`src/rtl/vedic_pkg.sv`:
```
// Shared widths, pipeline stage records and the Vedic partial-product helpers.
package vedic_pkg;

    localparam int unsigned OP_W      = 32;
    localparam int unsigned PROD_W    = 64;
    localparam int unsigned ACC_W_DEF = 80;
    localparam int unsigned CNT_W_DEF = 16;

    // Operand register contents (S1).
    typedef struct packed {
        logic              valid;
        logic              last;
        logic [OP_W-1:0]   a;
        logic [OP_W-1:0]   b;
    } s1_t;

    // Product register contents (S2).
    typedef struct packed {
        logic              valid;
        logic              last;
        logic [PROD_W-1:0] prod;
    } s2_t;

    // 8x8 leaf: AND-array partial products summed vertically.
    function automatic logic [15:0] vedic_8x8(input logic [7:0] a, input logic [7:0] b);
        logic [15:0] acc;
        acc = '0;
        for (int unsigned i = 0; i < 8; i++) begin
            if (b[i]) acc = acc + (16'(a) << i);
        end
        return acc;
    endfunction

    // 16x16 built from four 8x8 blocks (vertical and crosswise terms).
    function automatic logic [31:0] vedic_16x16(input logic [15:0] a, input logic [15:0] b);
        logic [15:0] ll, lh, hl, hh;
        ll = vedic_8x8(a[7:0],  b[7:0]);
        lh = vedic_8x8(a[7:0],  b[15:8]);
        hl = vedic_8x8(a[15:8], b[7:0]);
        hh = vedic_8x8(a[15:8], b[15:8]);
        return {16'b0, ll} + ({16'b0, lh} << 8) + ({16'b0, hl} << 8) + {hh, 16'b0};
    endfunction

endpackage

```
`src/rtl/vedic_32x32.sv`:
```
// Combinational 32x32 unsigned Vedic (Urdhva-Tiryagbhyam) multiplier.
module vedic_32x32
    import vedic_pkg::*;
(
    input  logic [OP_W-1:0]   a,
    input  logic [OP_W-1:0]   b,
    output logic [PROD_W-1:0] y
);

    logic [31:0] ll, lh, hl, hh;

    // Four 16x16 sub-products combined with the crosswise middle terms.
    always_comb begin
        ll = vedic_16x16(a[15:0],  b[15:0]);
        lh = vedic_16x16(a[15:0],  b[31:16]);
        hl = vedic_16x16(a[31:16], b[15:0]);
        hh = vedic_16x16(a[31:16], b[31:16]);
        y  = {32'b0, ll} + ({32'b0, lh} << 16) + ({32'b0, hl} << 16) + {hh, 32'b0};
    end

endmodule

```
`src/rtl/vedic_mac_32.sv`:
```
// Three-stage streaming multiply-accumulate: operand reg, product reg,
// accumulate/output. One beat per cycle; a held result stalls the whole pipe.
module vedic_mac_32
    import vedic_pkg::*;
#(
    parameter int unsigned ACC_W = ACC_W_DEF,
    parameter int unsigned CNT_W = CNT_W_DEF
) (
    input  logic             clk,
    input  logic             rst,
    input  logic             in_valid,
    output logic             in_ready,
    input  logic [OP_W-1:0]  in_a,
    input  logic [OP_W-1:0]  in_b,
    input  logic             in_last,
    output logic             out_valid,
    input  logic             out_ready,
    output logic [ACC_W-1:0] out_acc,
    output logic             out_ovf,
    output logic [CNT_W-1:0] out_count
);

    s1_t               s1_q, s1_d;
    s2_t               s2_q, s2_d;
    logic [PROD_W-1:0] prod;

    logic [ACC_W-1:0]  acc_q, acc_d;
    logic [CNT_W-1:0]  cnt_q, cnt_d;
    logic              ovf_q, ovf_d;

    logic              out_valid_q, out_valid_d;
    logic [ACC_W-1:0]  out_acc_q, out_acc_d;
    logic              out_ovf_q, out_ovf_d;
    logic [CNT_W-1:0]  out_cnt_q, out_cnt_d;

    logic              stall;
    logic [ACC_W:0]    sum;
    logic [CNT_W-1:0]  cnt_inc;
    logic              ovf_nxt;

    assign stall     = out_valid_q & ~out_ready;
    assign in_ready  = ~stall;

    assign out_valid = out_valid_q;
    assign out_acc   = out_acc_q;
    assign out_ovf   = out_ovf_q;
    assign out_count = out_cnt_q;

    vedic_32x32 u_mul (
        .a (s1_q.a),
        .b (s1_q.b),
        .y (prod)
    );

    // S1/S2 advance together whenever the output stage is not holding.
    always_comb begin
        s1_d = s1_q;
        s2_d = s2_q;
        if (!stall) begin
            s1_d.valid = in_valid;
            s1_d.last  = in_last;
            s1_d.a     = in_a;
            s1_d.b     = in_b;
            s2_d.valid = s1_q.valid;
            s2_d.last  = s1_q.last;
            s2_d.prod  = prod;
        end
    end

    // Running sum/count/overflow including the current S2 beat.
    always_comb begin
        sum     = {1'b0, acc_q} + {{(ACC_W + 1 - PROD_W){1'b0}}, s2_q.prod};
        cnt_inc = (cnt_q == '1) ? cnt_q : cnt_q + CNT_W'(1);
        ovf_nxt = ovf_q | sum[ACC_W];
    end

    // S3: fold beats into the running state; a last beat publishes and clears it.
    always_comb begin
        acc_d       = acc_q;
        cnt_d       = cnt_q;
        ovf_d       = ovf_q;
        out_valid_d = out_valid_q;
        out_acc_d   = out_acc_q;
        out_ovf_d   = out_ovf_q;
        out_cnt_d   = out_cnt_q;
        if (!stall) begin
            // Not stalled means any held result is being taken this cycle,
            // so out_valid simply follows whether a new frame ends here.
            out_valid_d = s2_q.valid & s2_q.last;
            if (s2_q.valid) begin
                if (s2_q.last) begin
                    out_acc_d = sum[ACC_W-1:0];
                    out_ovf_d = ovf_nxt;
                    out_cnt_d = cnt_inc;
                    acc_d     = '0;
                    cnt_d     = '0;
                    ovf_d     = 1'b0;
                end else begin
                    acc_d     = sum[ACC_W-1:0];
                    cnt_d     = cnt_inc;
                    ovf_d     = ovf_nxt;
                end
            end
        end
    end

    // State registers with synchronous reset.
    always_ff @(posedge clk) begin
        if (rst) begin
            s1_q        <= '0;
            s2_q        <= '0;
            acc_q       <= '0;
            cnt_q       <= '0;
            ovf_q       <= 1'b0;
            out_valid_q <= 1'b0;
            out_acc_q   <= '0;
            out_ovf_q   <= 1'b0;
            out_cnt_q   <= '0;
        end else begin
            s1_q        <= s1_d;
            s2_q        <= s2_d;
            acc_q       <= acc_d;
            cnt_q       <= cnt_d;
            ovf_q       <= ovf_d;
            out_valid_q <= out_valid_d;
            out_acc_q   <= out_acc_d;
            out_ovf_q   <= out_ovf_d;
            out_cnt_q   <= out_cnt_d;
        end
    end

endmodule

```
`config.mk`:
```
export PLATFORM = sky130hd
export DESIGN_NAME = vedic_mac_32
export DESIGN_NICKNAME = d
export VERILOG_FILES = /design/src/rtl/vedic_pkg.sv /design/src/rtl/vedic_32x32.sv /design/src/rtl/vedic_mac_32.sv
export SDC_FILE = /design/constraint.sdc
export NUM_CORES = 2
export LEC_CHECK = 0
export CELL_PAD_IN_SITES_DETAIL_PLACEMENT = 1
export CELL_PAD_IN_SITES_GLOBAL_PLACEMENT = 1
export CORE_UTILIZATION = 40
export DETAILED_ROUTE_END_ITERATION = 8
export PLACE_DENSITY = 0.73
export SYNTH_ARGS = -nofsm -noshare
export SYNTH_HDL_FRONTEND = slang
export SYNTH_HIERARCHICAL = 1
export SYNTH_SLANG_ARGS = --single-unit
export TNS_END_PERCENT = 10
```
`constraint.sdc`:
```
create_clock -name clk -period 19.1 [get_ports clk]
set_input_delay 1.91 -clock clk [delete_from_list [all_inputs] [get_ports clk]]
set_output_delay 1.91 -clock clk [all_outputs]
set_load 0.01 [all_outputs]
```
==> impl_metrics.env <==
export IMPL_outcome="finished, final reports clean"
export IMPL_insertion_delay_ns=0.66
export IMPL_irDropWorstVdd_mv=0.201
export IMPL_postCtsHoldBufs=0
export IMPL_drt_initial_drc_count=3332
export IMPL_initial_core_util_pct=40.3
export IMPL_crit_top_cell="ha_1"
export IMPL_finalPower_mw=6.72
export IMPL_required_ns=19.65
export IMPL_synth_edf_count=0
export IMPL_cts_root_buffer="clkbuf_16"
export IMPL_dp_cells=11321
export IMPL_firstDrtPassIters=5
export IMPL_cp_slowest_stage_delay_ns=0.72
export IMPL_rows=151
export IMPL_tightest_slew_ns=1.26
export IMPL_p_per_area_nw_per_um2=91.1
export IMPL_dpl_instance_area_um2=72300
export IMPL_slew_headroom_pct=14.9
export IMPL_grt_use_total_pct=28.7
export IMPL_cts_tree="built"
export IMPL_postCtsSetupBuffers=0
export IMPL_dpl_hpwl_um=200000
export IMPL_synthFlopType="dfxtp_1"
export IMPL_ys_seq_area_share_pct=9.61
export IMPL_crit_fanout=32
export IMPL_fin_crit_ns=17.75
export IMPL_synth_area_leader_cell="ha_1"
export IMPL_drt_antenna_violating_nets=0
export IMPL_core_area_um2=169000
export IMPL_ctsHtreeMaxLevel=2
export IMPL_fin_crit_sh_pct=92.9
export IMPL_syn_num_nets=10506
export IMPL_drv_slew=0
export IMPL_fin_area_um2=73700
export IMPL_synth_top_area_share_pct=20.2
export IMPL_cp_end_kind="flip-flop"
export IMPL_max_freq_mhz=56.3
export IMPL_ys_top_cells_by_area="ha_1 (20%), dfxtp_1 (9.6%), a21oi_1 (7.2%), xnor2_1 (7.1%), fa_1 (5.6%)"
export IMPL_maxCapViolCount=0
export IMPL_worstSetupPathType="flip-flop to flip-flop"
export IMPL_finalSetupViolations=0
export IMPL_grt_max_degree=111
export IMPL_synth_seq_cells=327
export IMPL_yosysUniqueCellTypes=113
export IMPL_path_delay_family="compound AO/OA/AOI/OAI gates"
export IMPL_synth_warnings=6
export IMPL_final_nets=10505
export IMPL_hold_class="flip-flop to flip-flop"
export IMPL_wirelength_um=253000
export IMPL_port_buffers=167
export IMPL_async_flop_share_pct=0
export IMPL_syn_inst=9147
export IMPL_clockBufferDepth=3
export IMPL_critPathLaunchType="flip-flop"
export IMPL_die_h_um=415
export IMPL_synth_common_cells="ha_1 (1098), a21oi_1 (987), nand2_1 (925)"
export IMPL_avgViaCountPerCell=5.87
export IMPL_netlist_area_um2=68100
export IMPL_final_hold_violation_count=0
export IMPL_stdcell_count=11398
export IMPL_cpMaxStageDelayCell="o21ai_0"
export IMPL_grt_pass1_vias=70299
export IMPL_arrival_ns=18.30
export IMPL_wl_per_cell_um=22.2
export IMPL_antenna_found_initial=9
export IMPL_gp_congestion=0.925
export IMPL_syn_to_final_growth_pct=8.16
export IMPL_path_clk_slew_ns=0.06
export IMPL_finalSetupTns_ns=0
export IMPL_reg2reg_slack_ns=1.35
export IMPL_dieArea_um2=172000
export IMPL_die_width_um=415
export IMPL_postLayoutCoreUtil_pct=43.5
export IMPL_grt_pass1_wl_um=396000
export IMPL_numClockSinks=327
export IMPL_top_level_ports=168
export IMPL_synth_avg_cell_area_um2=7.45
export IMPL_via_count=66900
export IMPL_drc_errors=0
export IMPL_fin_skew_ns=0.0763
export IMPL_drive_above_1_share_pct=6.49
export IMPL_numCtsBuffers=41
export IMPL_rsz0062_at_grt="false"
export IMPL_critPathBufInv=3
export IMPL_post_synth_top_count_cell="ha_1"
export IMPL_p_leak_nw=35.1
export IMPL_grt_ovfl_total=0
[per-layer routing]
metal	wire, um	vias to the layer above	global-route usage [%]
met4	12700	2	12.9
met2	122000	1097	50.9
met3	6990	418	1.91
met5	17	-	0
met1	111000	33215	35.2
li1	-	32168	-
[cell families (layout without fill, tap and decap cells)]
kind of cell               count (synthesis)  after routing  synth area share [%]
other                                      0              5                     0
AOI/OAI and AO/OA                       2902           2902                  26.7
muxes                                    377            377                  6.00
and+or+nand+nor                         2409           2409                  16.5
DFF                                      327            327                  9.61
adders and majority gates               1292           1292                  25.8
buffers and inverters                   1132           1160                  6.26
xor gates and xnor gates                 708            708                  9.10
[cell type report]
class | instances | area, um2
fill | 21147 | 95600
multi-input combinational | 7688 | 57400
sequential | 327 | 6600
inverter | 799 | 3000
tap | 2218 | 2780
timing repair buffer | 289 | 2590
clock buffer | 54 | 1160
clock inverter | 18 | 186
antenna | 5 | 12.5
[worst min-delay path, cell delays in order, from the launching register on]
cell,delay (ns)
dfxtp_1,0.31
nand2_1,0.05
a21oi_1,0.05
[placed cells by master (no fill, tap or decap), types with 46 or more instances in the layout]
cell             synthesis  layout
a31oi_1                 58      58
fa_1                   192     192
a21oi_1                987     986
a22o_1                  51      51
nor2b_1                177     176
dfxtp_1                327     285
mux2_2                 239     239
xnor2_1                556     556
nor2_1                 603     601
mux2i_1                135     135
a21o_1                 283     283
o21bai_1               130     130
nand3_1                 79      79
o21ai_0                629     628
ha_1                  1098    1098
buf_4                    1     122
a211oi_1                85      85
nand2_1                925     923
a21boi_0                96      96
o31ai_1                 53      53
clkdlybuf4s50_1          0     166
nor3_1                 108     105
inv_1                  791     786
xor2_1                 152     152
o21a_1                 209     209
nand2b_1               114     114
and2_1                 122     122
or3_1                   46      46
[sequential cells by signal, indices dropped and copies added, names as in the netlist]
| name | flops |
|---|---|
| s2_q | 66 |
| acc_q | 80 |
| cnt_q | 16 |
| out_acc | 80 |
| out_valid | 1 |
| out_ovf | 1 |
| out_count | 16 |
| s1_q | 66 |
| ovf_q | 1 |
[metrics by stage]
stage	setup WS, ns	hold slack (ns)
2_1_floorplan	2.18	0.429
3_3_place_gp	1.30	0.443
3_5_place_dp	1.02	0.453
4_1_cts	0.924	0.463
5_1_grt	0.0214	0.479
6_report	1.35	0.457
[power by group]
part	switching, mW	internal, mW	leakage (nW)
sequential	0.0574	0.764	2.68
clock	0.363	0.467	0.660
combinational	3.07	1.99	31.7
total	3.49	3.23	35.1
[what timing repair did]
item | CTS | global route
setup endpoints to repair | 0 | 7
resized for setup | 0 | 6
hold endpoints to repair | 0 | 0
[path summary, 6_finish.rpt]
path	startpoint	to	cells past startpoint
worst max-delay path	s1_q[0]	s2_q[58]	75
worst min-delay path	s1_q[65]	s1_q[65]	2
worst max register to register	s1_q[0]	s2_q[58]	75
worst min register to register	s1_q[65]	s1_q[65]	2
No activity file was read; power rests on OpenSTA's default activity.
